==> src/rtl/d_drain_arbiter.sv <==
// Round-robin drain of destination FIFOs D0/D1 into a 2-entry output buffer with valid/ready output.
// Optional per-source delivery counters are built only when D_DRAIN_STATS_EN is defined.
module d_drain_arbiter #(
    parameter int DATA_WIDTH = 6,
    parameter int CNT_WIDTH  = 8
) (
    input  logic                  clk,
    input  logic                  reset,
    input  logic                  active_in,
    input  logic                  empty_D0,
    input  logic                  empty_D1,
    input  logic [DATA_WIDTH-1:0] data_D0,
    input  logic [DATA_WIDTH-1:0] data_D1,
    output logic                  D0_pop,
    output logic                  D1_pop,
    input  logic                  out_ready,
    output logic                  valid_out,
    output logic [DATA_WIDTH-1:0] data_out,
    output logic                  dest_out,
    output logic [CNT_WIDTH-1:0]  cnt_D0,
    output logic [CNT_WIDTH-1:0]  cnt_D1
);
    localparam logic [1:0] IDLE  = 2'd0;
    localparam logic [1:0] RUN   = 2'd1;
    localparam logic [1:0] FLUSH = 2'd2;

    logic [1:0]            state_q, state_d;
    logic [1:0]            occ_q, occ_d;
    logic                  inflight_q, inflight_d;
    logic                  inflight_src_q, inflight_src_d;
    logic                  last_q, last_d;
    logic [DATA_WIDTH-1:0] dat0_q, dat0_d, dat1_q, dat1_d;
    logic                  src0_q, src0_d, src1_q, src1_d;

    logic                  transfer;
    logic                  pop_ok;
    logic                  pop_any;
    logic                  pop_sel;
    logic [1:0]            pending;
    logic [1:0]            occ_after;
    logic [DATA_WIDTH-1:0] wr_dat;

    assign valid_out = (occ_q != 2'd0);
    assign data_out  = dat0_q;
    assign dest_out  = src0_q;
    assign transfer  = valid_out && out_ready;
    assign pending   = occ_q + {1'b0, inflight_q};
    assign wr_dat    = inflight_src_q ? data_D1 : data_D0;

    // A pop is allowed only if its word is guaranteed a buffer slot when it lands next cycle.
    always_comb begin
        pop_ok  = !reset && (state_q == RUN) &&
                  ((pending < 2'd2) || ((pending == 2'd2) && transfer));
        pop_any = pop_ok && (!empty_D0 || !empty_D1);
        if (!empty_D0 && !empty_D1) begin
            pop_sel = ~last_q;
        end else begin
            pop_sel = empty_D0;
        end
        D0_pop = pop_any && !pop_sel;
        D1_pop = pop_any && pop_sel;
    end

    always_comb begin
        state_d = state_q;
        case (state_q)
            IDLE:    if (active_in) state_d = RUN;
            RUN:     if (!active_in) state_d = FLUSH;
            FLUSH: begin
                if (active_in) begin
                    state_d = RUN;
                end else if (!inflight_q && (occ_q == 2'd0)) begin
                    state_d = IDLE;
                end
            end
            default: state_d = IDLE;
        endcase

        inflight_d     = pop_any;
        inflight_src_d = pop_sel;
        last_d         = pop_any ? pop_sel : last_q;

        dat0_d    = dat0_q;
        src0_d    = src0_q;
        dat1_d    = dat1_q;
        src1_d    = src1_q;
        occ_after = occ_q - {1'b0, transfer};
        if (transfer) begin
            dat0_d = dat1_q;
            src0_d = src1_q;
        end
        // Returned word goes to the first free slot after this cycle's removal.
        if (inflight_q) begin
            if (occ_after == 2'd0) begin
                dat0_d = wr_dat;
                src0_d = inflight_src_q;
            end else begin
                dat1_d = wr_dat;
                src1_d = inflight_src_q;
            end
            occ_d = occ_after + 2'd1;
        end else begin
            occ_d = occ_after;
        end
    end

    always_ff @(posedge clk) begin
        if (reset) begin
            state_q        <= IDLE;
            occ_q          <= 2'd0;
            inflight_q     <= 1'b0;
            inflight_src_q <= 1'b0;
            last_q         <= 1'b1;
            dat0_q         <= '0;
            src0_q         <= 1'b0;
            dat1_q         <= '0;
            src1_q         <= 1'b0;
        end else begin
            state_q        <= state_d;
            occ_q          <= occ_d;
            inflight_q     <= inflight_d;
            inflight_src_q <= inflight_src_d;
            last_q         <= last_d;
            dat0_q         <= dat0_d;
            src0_q         <= src0_d;
            dat1_q         <= dat1_d;
            src1_q         <= src1_d;
        end
    end

`ifdef D_DRAIN_STATS_EN
    logic [CNT_WIDTH-1:0] cnt_d0_q, cnt_d0_d;
    logic [CNT_WIDTH-1:0] cnt_d1_q, cnt_d1_d;

    always_comb begin
        cnt_d0_d = cnt_d0_q;
        cnt_d1_d = cnt_d1_q;
        if (transfer && !src0_q) cnt_d0_d = cnt_d0_q + 1'b1;
        if (transfer && src0_q)  cnt_d1_d = cnt_d1_q + 1'b1;
    end

    always_ff @(posedge clk) begin
        if (reset) begin
            cnt_d0_q <= '0;
            cnt_d1_q <= '0;
        end else begin
            cnt_d0_q <= cnt_d0_d;
            cnt_d1_q <= cnt_d1_d;
        end
    end

    assign cnt_D0 = cnt_d0_q;
    assign cnt_D1 = cnt_d1_q;
`else
    assign cnt_D0 = '0;
    assign cnt_D1 = '0;
`endif

endmodule

==> config.mk <==
export PLATFORM = sky130hd
export DESIGN_NAME = d_drain_arbiter
export DESIGN_NICKNAME = d
export VERILOG_FILES = /design/src/rtl/d_drain_arbiter.sv
export SDC_FILE = /design/constraint.sdc
export NUM_CORES = 1
export LEC_CHECK = 0
export BUFFER_PORTS_ARGS = -buffer_cell sky130_fd_sc_hd__buf_2
export CAP_MARGIN = 20
export CELL_PAD_IN_SITES_DETAIL_PLACEMENT = 0
export CELL_PAD_IN_SITES_GLOBAL_PLACEMENT = 1
export CORE_AREA = 2 2 52 64
export CTS_BUF_LIST = sky130_fd_sc_hd__clkbuf_8
export DETAILED_ROUTE_END_ITERATION = 16
export DIE_AREA = 0 0 54 66
export MAX_ROUTING_LAYER = met4
export PLACE_DENSITY_LB_ADDON = 0.12
export REMOVE_ABC_BUFFERS = 1
export SYNTH_ARGS = -nofsm -noshare
export SYNTH_HDL_FRONTEND = slang
export SYNTH_SLANG_ARGS = --single-unit
==> constraint.sdc <==
create_clock -name clk -period 4.8 [get_ports clk]
set_input_delay 0.72 -clock clk [delete_from_list [all_inputs] [get_ports clk]]
set_output_delay 0.72 -clock clk [all_outputs]
set_load 0.005 [all_outputs]
==> results of run 1 <==
==> path summary, 6_finish.rpt <==
path / start / cells past startpoint / slack (ns) / end
hold reg to reg: state_q[1] / 1 / 0.45 / state_q[0]
hold / removal: state_q[1] / 1 / 0.45 / state_q[0]
setup / recovery: inflight_q / 6 / 1.98 / D0_pop
setup reg to reg: occ_q[0] / 6 / 2.75 / src1_q
==> area by class of cell <==
type,count,area (µm²)
Multi-Input combinational cell,89,587
Inverter,4,15.0
Tap cell,36,45.0
Clock inverter,1,5.00
Clock buffer,3,41.3
Timing Repair Buffer,27,135
Sequential cell,21,420
Fill cell,324,1720
==> per-layer routing <==
layer / track usage, % / share of wire [%] / routed length (µm)
met5: - / 0 / 0
met4: 3.75 / 0.63 / 13
met3: 2.71 / 4.1 / 85
met2: 20.3 / 49 / 1030
met1: 15.7 / 46 / 952
==> cells by family (layout without fill, tap and decap cells) <==
| group | after synthesis | count (layout) | synth area share, % |
|---|---|---|---|
| buffers and inverters | 27 | 35 | 15.2 |
| AND/OR/NAND/NOR | 27 | 27 | 11.2 |
| adder cells (fa/ha/maj) | 2 | 2 | 2.23 |
| flip-flops | 21 | 21 | 37.5 |
| AO/OA/AOI/OAI | 28 | 28 | 18.8 |
| multiplexers | 15 | 15 | 14.1 |
| other | 1 | 16 | 0.335 |
| XOR/XNOR | 1 | 1 | 0.781 |
==> placed cells by master, fill, tap and decap left out <==
cell type,count
a211oi_1,10
a21oi_1,8
a311oi_1,6
and2b_1,1
buf_2,27
clkbuf_8,3
clkinv_2,1
conb_1,16
dfxtp_1,21
ha_1,2
inv_1,4
mux2_2,6
mux2i_1,9
nand2_1,1
nand2b_1,1
nand3_1,1
nand3b_1,1
nor2_1,16
nor2b_1,3
nor3_1,2
o21ai_0,2
o21ai_4,1
o311ai_2,1
or2_2,1
xor2_1,1
==> sequential cells by signal, summed over array words and instances, names as in the netlist <==
register	flops
inflight_q	1
inflight_src_q	1
src1_q	1
state_q	2
occ_q	2
last_q	1
dat1_q	6
dest_out	1
data_out	6
==> through the flow <==
| step | worst slack (ns) | area [µm²] | power, W | hold WS [ns] | instances |
|---|---|---|---|---|---|
| floorplan | 2.56 | 1020 | 0.000210 | 0.417 | 114 |
| global placement | 2.27 | 1200 | 0.000227 | 0.433 | 177 |
| detailed placement | 2.25 | 1200 | 0.000228 | 0.442 | 177 |
| CTS | 1.96 | 1250 | 0.000342 | 0.456 | 181 |
| global route | 1.81 | 1250 | 0.000358 | 0.494 | 181 |
| finish | 1.98 | 1250 | 0.000337 | 0.455 | 181 |
==> power by group <==
part | total (W) | leakage, nW | internal (W) | switching [W]
combinational | 0.0000379 | 0.359 | 0.0000182 | 0.0000197
sequential | 0.000186 | 0.171 | 0.000179 | 0.00000620
clock | 0.000114 | 0.0255 | 0.0000577 | 0.0000561
==> worst reg2reg max path, stage by stage, from the launching register on <==
cell     delay, ns
dfxtp_1       0.46
nor2b_1       0.10
a21oi_1       0.25
ha_1          0.48
and2b_1       0.39
mux2i_1       0.20
nor2_1        0.05
==> results_dict.tcl, run 1 <==
set metrics [dict create \
    cts_max_path_buffers 2 \
    grt_pass1_wl_um 3330 \
    yosysTopAreaCellShare_pct 37.5 \
    critPathSlowestCell "dfxtp_1" \
    finClkSkew_ns 0.000777 \
    post_synth_inst_count 122 \
    fin_crit_ns 2.82 \
    num_io_pins 44 \
    slowest_delay_ns 0.74 \
    clock_sinks 21 \
    drtIter0Drc 26 \
    synth-warning-count 0 \
    area_delta_synth_final_pct 11.4 \
    start_util_pct 37.7 \
    cp_cell_sequence "ha_1 -> nand3b_1 -> nand3_1 -> o311ai_2 -> nor3_1 -> buf_2" \
    drive_above_1_share_pct 27.6 \
    fmax_ghz 0.354 \
    critical_path_buf_inv_count 1 \
    clock-root-buffer "clkbuf_8" \
    irDropWorstVdd_v 0.000120 \
    grt_use_total_pct 12.6 \
    finish.utilization_pct 42.0 \
    startpoint_type "flop" \
    postCtsHoldBufs 0 \
    rows 22 \
    nNetsFinal 166 \
    critical_path_class "reg2out" \
    ant_nets 0 \
    first_global_vias 776 \
    status "finished, final reports clean" \
    crit_family "flip-flops" \
    cts_resized 0 \
    gp_congestion 0.691 \
    fp.dieW_um 54 \
    vias 854 \
    slew_headroom_pct 56.5 \
    cts_max_level 1 \
    synth_async_sr_flop_share_pct 0 \
    maxCapViolCount 0 \
    yosys-top-cells-count "dfxtp_1, buf_4, nor2_1" \
    firstDrtPassIters 3 \
    synthDistinctLibCells 25 \
    required_ns 4.08 \
    core_mm2 0.00297 \
    critPathMaxFanout 19 \
    wl_per_cell_um 11.5 \
    synth_edf_count 0 \
    tightest_slew_ns 0.652 \
    drt-total-wl_um 2080 \
    ys_dominant_reg_cell "dfxtp_1" \
    diodes 0 \
    clock_latency_ns 0.25 \
    finalHoldViolCount 0 \
    die_y_um 66 \
    cts_tree "yes" \
    vias_per_cell 4.72 \
    maxSlewViolCount 0 \
    critPathCaptureType "output port" \
    post_cts_buffers 0 \
    syn_avg_cell_area_um2 9.19 \
    setup_viol 0 \
    drc 0 \
    rsz0062_at_grt "false" \
    portBuffers 27 \
    ys_ff_latch 21 \
    ys_top_cells_by_area "dfxtp_1, buf_4, mux2i_1" \
    power_density_mw_per_mm2 270 \
    p_leak_nw 0.555 \
    antenna_found_initial 0 \
    synth_top_area_cell "dfxtp_1" \
    post-route-period-util_pct 58.8 \
    hold_class "reg2reg" \
    netlist_area_mm2 0.00112 \
    hpwl_um 1540 \
    finalSetupTns_ns 0 \
    cts_made_buffers 3 \
    path_clk_slew_ns 0.08 \
    yosysMostFrequentCell "dfxtp_1" \
    cp.arrival_ns 2.10 \
    globalRouteOverflowTotal 0 \
    grt_max_degree 22 \
    dieArea_mm2 0.00356 \
    ys_seq_area_share_pct 37.5 \
]
No activity file was read; power rests on OpenSTA's default activity.
==> run 2, diff against run 1 <==
--- a/config.mk
+++ b/config.mk
@@ -9,10 +9,10 @@
 export CAP_MARGIN = 20
 export CELL_PAD_IN_SITES_DETAIL_PLACEMENT = 0
 export CELL_PAD_IN_SITES_GLOBAL_PLACEMENT = 1
-export CORE_AREA = 2 2 52 64
+export CORE_AREA = 2 2 54 67
 export CTS_BUF_LIST = sky130_fd_sc_hd__clkbuf_8
 export DETAILED_ROUTE_END_ITERATION = 16
-export DIE_AREA = 0 0 54 66
+export DIE_AREA = 0 0 56 69
 export MAX_ROUTING_LAYER = met4
 export PLACE_DENSITY_LB_ADDON = 0.12
 export REMOVE_ABC_BUFFERS = 1
==> constraint.sdc (replaced) <==
create_clock -name clk -period 2.9 [get_ports clk]
set_input_delay 0.435 -clock clk [delete_from_list [all_inputs] [get_ports clk]]
set_output_delay 0.435 -clock clk [all_outputs]
set_load 0.005 [all_outputs]
==> run 2 against run 1 <==
Sequential share of layout area decreased by 0.43 points. Via count increased by 3.5%. Global-route usage decreased by 0.60 points. Largest cell class unchanged. Highest routed layer unchanged.
==> results_dict.tcl, run 2 (synthesis gave the netlist of run 1 again) <==
set metrics [dict create \
    status "finished, final reports clean" \
    irDropWorstVdd_v 0.000185 \
    fin_area_mm2 0.00126 \
    gp_congestion 0.685 \
    critPathCaptureType "output port" \
    portBuffers 27 \
    fin_crit_ns 2.24 \
    vias_per_cell 4.80 \
    r2r_slack_ns 0.93 \
    area_delta_synth_final_pct 12.8 \
    antenna_found_initial 0 \
    path_clk_slew_ns 0.08 \
    hold_class "in2reg" \
    postCtsHoldBufs 0 \
    fp.dieW_um 56 \
    hpwl_um 1610 \
    grt_use_total_pct 12.0 \
    drc 0 \
    maxCapViolCount 0 \
    diodes 0 \
    setup_viol 0 \
    seq_area_um2 420 \
    fmax_ghz 0.446 \
    ff2ff_path_depth 7 \
    num_io_pins 44 \
    clock-root-buffer "clkbuf_8" \
    dieArea_mm2 0.00386 \
    timing.rr.start "occ_q[0]" \
    drive_above_1_share_pct 28.6 \
    power_density_mw_per_mm2 444 \
    startpoint_type "flop" \
    layout_common_cells "buf_2, dfxtp_1, nor2_1, conb_1, a211oi_1" \
    finalSetupTns_ns 0 \
    core_mm2 0.00322 \
    globalRouteOverflowTotal 0 \
    critical_path_class "reg2out" \
    rsz0062_at_grt "false" \
    clock_sinks 21 \
    first_global_vias 811 \
    finalHoldViolCount 0 \
    fillers 342 \
    post-route-period-util_pct 77.3 \
    wl_per_cell_um 11.9 \
    vias 884 \
    cts_made_buffers 3 \
    reg2reg_to "src1_q" \
    clock_latency_ns 0.26 \
    cp.arrival_ns 1.81 \
    drtIter0Drc 19 \
    required_ns 2.47 \
    grt_max_degree 22 \
    cts_max_path_buffers 2 \
    grt_pass1_wl_um 3660 \
    rows 23 \
    ant_nets 0 \
    crit_end "D0_pop" \
    firstDrtPassIters 4 \
    critPathMaxFanout 7 \
    multi_input_area_um2 587 \
    finClkSkew_ns 0.00386 \
    post_cts_buffers 0 \
    die_y_um 69 \
    placed_area_mm2 0.00122 \
    maxSlewViolCount 0 \
    p_leak_nw 0.565 \
    drt-total-wl_um 2200 \
    nNetsFinal 168 \
    cts_resized 0 \
    cp-startpoint "occ_q[0]" \
    start_util_pct 34.8 \
    layout_commonest_cell "buf_2" \
    cts_tree "yes" \
    cts_max_level 1 \
]
run 2: cell types whose count changed in the layout (fill, tap and decap cells not counted):
cell / before / now
buf_4: 0 / 2
run 2: power by group:
part           switching [W]  internal [W]
Clock              0.0000947     0.0000956
Sequential        0.00000748      0.000297
Combinational      0.0000364     0.0000311
Total               0.000139      0.000423
run 2: per-layer routing:
layer / vias to the layer above / track usage, % / part of all wire, %
met5: - / - / 0
met4: 0 / 4.76 / 0.64
met3: 2 / 1.88 / 4.4
met2: 27 / 19.1 / 49
met1: 406 / 15.2 / 46
li1: 449 / - / -
run 2: stage by stage:
| step | worst slack [ns] | utilization, % | cells | hold slack [ns] | power [W] |
|---|---|---|---|---|---|
| 3_3_place_gp | 0.789 | 37.8 | 180 | 0.430 | 0.000378 |
| 2_1_floorplan | 0.950 | - | 114 | 0.417 | 0.000347 |
| 5_1_grt | 0.547 | 39.2 | 184 | 0.347 | 0.000595 |
| 6_report | 0.658 | 39.2 | 184 | 0.348 | 0.000562 |
| 3_5_place_dp | 0.769 | 37.8 | 180 | 0.440 | 0.000379 |
| 4_1_cts | 0.652 | 39.2 | 184 | 0.340 | 0.000572 |
run 2: area by class of cell:
class,count,share of cell area [%]
Multi-Input combinational cell,89,46.4
Sequential cell,21,33.2
Timing Repair Buffer,29,11.9
Tap cell,37,3.66
Clock buffer,3,3.26
Inverter,4,1.19
Clock inverter,1,0.396
run 2: how the worst min path moves through the flow:
| stage | slack, ns | from | endpoint | depth (start not counted) |
|---|---|---|---|---|
| CTS | 0.34 | active_in | state_q[1] | 2 |
| floorplan | 0.42 | state_q[1] | state_q[0] | 1 |
| global route | 0.35 | active_in | state_q[1] | 2 |
| finish | 0.35 | active_in | state_q[1] | 2 |
| detailed placement | 0.44 | state_q[1] | state_q[0] | 1 |
| global placement | 0.43 | state_q[1] | state_q[0] | 1 |
run 2: critical path, stage by stage (launching register included):
cell and delay (ns):
dfxtp_1 0.48, ha_1 0.29, nand3b_1 0.17, nand3_1 0.11
o311ai_2 0.15, nor3_1 0.22, buf_2 0.14
==> run 3, diff against run 2 <==
--- a/config.mk
+++ b/config.mk
@@ -5,14 +5,15 @@
 export SDC_FILE = /design/constraint.sdc
 export NUM_CORES = 1
 export LEC_CHECK = 0
+export ABC_AREA = 1
 export BUFFER_PORTS_ARGS = -buffer_cell sky130_fd_sc_hd__buf_2
 export CAP_MARGIN = 20
 export CELL_PAD_IN_SITES_DETAIL_PLACEMENT = 0
 export CELL_PAD_IN_SITES_GLOBAL_PLACEMENT = 1
-export CORE_AREA = 2 2 54 67
+export CORE_AREA = 2 2 57 69
 export CTS_BUF_LIST = sky130_fd_sc_hd__clkbuf_8
 export DETAILED_ROUTE_END_ITERATION = 16
-export DIE_AREA = 0 0 56 69
+export DIE_AREA = 0 0 59 71
 export MAX_ROUTING_LAYER = met4
 export PLACE_DENSITY_LB_ADDON = 0.12
 export REMOVE_ABC_BUFFERS = 1
==> constraint.sdc (replaced) <==
create_clock -name clk -period 2.2 [get_ports clk]
set_input_delay 0.33 -clock clk [delete_from_list [all_inputs] [get_ports clk]]
set_output_delay 0.33 -clock clk [all_outputs]
set_load 0.005 [all_outputs]
==> run 3 against run 2 <==
Global-route usage up 1.0 points. Worst hold slack worse by 0.10 ns. Register-to-register slack got worse by 0.58 ns. Non-clock buffer count down 1. Critical path depth is 5 higher. Design area grew 3.6%. Final cell count rose by 32%. Clock skew is essentially flat.
==> results_dict.tcl, run 3 <==
set metrics [dict create \
    status "finished, final reports clean" \
    critical_path_buf_inv_count 3 \
    clock-root-buffer "clkbuf_8" \
    antenna_found_initial 0 \
    globalRouteOverflowTotal 0 \
    post_cts_buffers 0 \
    finish.utilization_pct 37.0 \
    p_switching_w 0.000205 \
    ys_ff_latch 21 \
    power_density_mw_per_mm2 589 \
    critPathSlowestCell "dfxtp_1" \
    yosys-top-cells-count "nand2_1, inv_1, dfxtp_1" \
    timing.rr.start "occ_q[0]" \
    netlist_area_mm2 0.00115 \
    portBuffers 27 \
    ant_nets 0 \
    cts_made_buffers 3 \
    rsz0062_at_grt "false" \
    ys_dominant_reg_cell "dfxtp_1" \
    fin_crit_ns 1.85 \
    synth_top_area_cell "dfxtp_1" \
    layout_common_cells "nand2_1, inv_1, buf_2" \
    cp_cell_sequence "nor2_1 -> nor2_4 -> nand2_2 -> nand2_1 -> inv_1 -> ha_1 -> nand2_1 -> inv_1 -> a21oi_1 -> nand2_1 -> inv_1" \
    first_global_vias 1008 \
    clock_sinks 21 \
    crit_family "simple AND/OR/NAND/NOR gates" \
    vias 1039 \
    min_from "active_in" \
    required_ns 2.40 \
    fillers 395 \
    p_leak_nw 0.776 \
    drc 0 \
    ff2ff_path_depth 11 \
    nNetsFinal 224 \
    synth_edf_count 0 \
    switching_share_pct 26.6 \
    finClkSkew_ns 0.00419 \
    r2r_slack_ns 0.35 \
    cp.arrival_ns 2.06 \
    p_total_w 0.000771 \
    critPathMaxFanout 8 \
    drtIter0Drc 34 \
    slowest_delay_ns 0.38 \
    cts_max_path_buffers 2 \
    path_clk_slew_ns 0.07 \
    path_depth 11 \
    synth_async_sr_flop_share_pct 0 \
    critical_path_class "reg2reg" \
    reg2reg_to "dest_out" \
    p_comb_share_pct 15.8 \
    synth-warning-count 0 \
    drive_above_1_share_pct 16.7 \
    die_y_um 71 \
    setup_viol 0 \
    whs_endpoint "state_q[1]" \
    num_io_pins 44 \
    synthDistinctLibCells 16 \
    hold_class "in2reg" \
    seq_area_um2 420 \
    vias_per_cell 4.29 \
    ys_top_cells_by_area "dfxtp_1, nand2_1, buf_4" \
    post-route-period-util_pct 84.2 \
    dieArea_mm2 0.00419 \
    diodes 0 \
    syn_avg_cell_area_um2 6.61 \
    holdPathStages 2 \
    grt_pass1_wl_um 4180 \
    post_synth_inst_count 174 \
    gp_congestion 0.801 \
    setup_ws_ns 0.347 \
    maxCapViolCount 0 \
    wl_per_cell_um 10.0 \
    finalHoldViolCount 0 \
    rows 24 \
    cts_resized 0 \
    fmax_ghz 0.540 \
    postCtsHoldBufs 0 \
    fp.dieW_um 59 \
    critPathCaptureType "flop" \
    clock_latency_ns 0.25 \
    grt_use_total_pct 13.0 \
    power_frac_clock_pct 31.5 \
    finalSetupTns_ns 0 \
    yosysMostFrequentCell "nand2_1" \
    grt_max_degree 17 \
    place_ws_ns 0.300 \
    firstDrtPassIters 4 \
    ys_seq_area_share_pct 36.6 \
    core_mm2 0.00354 \
    area_delta_synth_final_pct 13.9 \
    start_util_pct 32.5 \
    startpoint_type "flop" \
    drt-total-wl_um 2430 \
    yosysTopAreaCellShare_pct 36.6 \
    maxSlewViolCount 0 \
    multi_input_area_um2 544 \
    cts_tree "yes" \
    layout_commonest_cell "nand2_1" \
    intPower_w 0.000566 \
    seqPwrFrac_pct 52.7 \
    hpwl_um 1920 \
    cts_max_level 1 \
    irDropWorstVdd_v 0.000205 \
]
[run 3: cell count changes in the layout (fill, tap and decap cells not counted), sizes merged, moves of 8 or more]
cell | before | now
nand2 | 1 | 55
a211oi | 10 | 0
mux2i | 9 | 0
inv | 4 | 30
nand3 | 1 | 17
nor2 | 16 | 8
[run 3: how the worst max path moves through the flow]
| stage | startpoint | to | slack, ns |
|---|---|---|---|
| after CTS | occ_q[0] | dest_out | 0.31 |
| final | occ_q[0] | dest_out | 0.35 |
| after detailed placement | out_ready | data_out[5] | 0.30 |
| after global placement | out_ready | dest_out | 0.35 |
| after floorplan | occ_q[1] | data_out[0] | 0.64 |
| after global routing | occ_q[0] | dest_out | 0.15 |
[run 3: area by class of cell]
cell class,count,share of cell area [%]
clock buffers,3,3.15
clock inverters,1,0.287
inverters,29,8.31
multi-input cells,121,41.5
flip-flops and latches,21,32.1
well taps,39,3.72
repair buffers,28,10.9
[run 3: power by group through the flow]
stage | Clock [W] | Combinational, W | Sequential (W)
finish | 0.000243 | 0.000122 | 0.000406
global route | 0.000266 | 0.000143 | 0.000408
CTS | 0.000257 | 0.000123 | 0.000406
detailed placement | 0 | 0.000123 | 0.000415
global placement | 0 | 0.000122 | 0.000415
floorplan | 0 | 0.0000784 | 0.000413
[run 3: cell families (layout without fill, tap and decap cells)]
group	count (synthesis)	after routing	share of synthesized area, %
fa+ha+maj	2	2	2.18
compound gates	21	21	9.36
other cells	1	16	0.326
simple gates	82	82	30.6
buf+inv	47	61	21.0
flops	21	21	36.6
[run 3: per-layer routing]
layer | up-vias | share of wire [%] | track usage (%)
met1 | 451 | 46 | 15.5
met4 | 0 | 0.49 | 3.79
met3 | 2 | 3.7 | 2.19
met5 | - | 0 | -
li1 | 563 | - | -
met2 | 23 | 50 | 22.2
[run 3: per-stage QoR]
stage	cells	hold WS, ns	cell area [µm²]
after global routing	242	0.244	1310
final	242	0.244	1310
after global placement	238	0.444	1260
after floorplan	171	0.401	1070
after detailed placement	238	0.460	1260
after CTS	242	0.234	1310
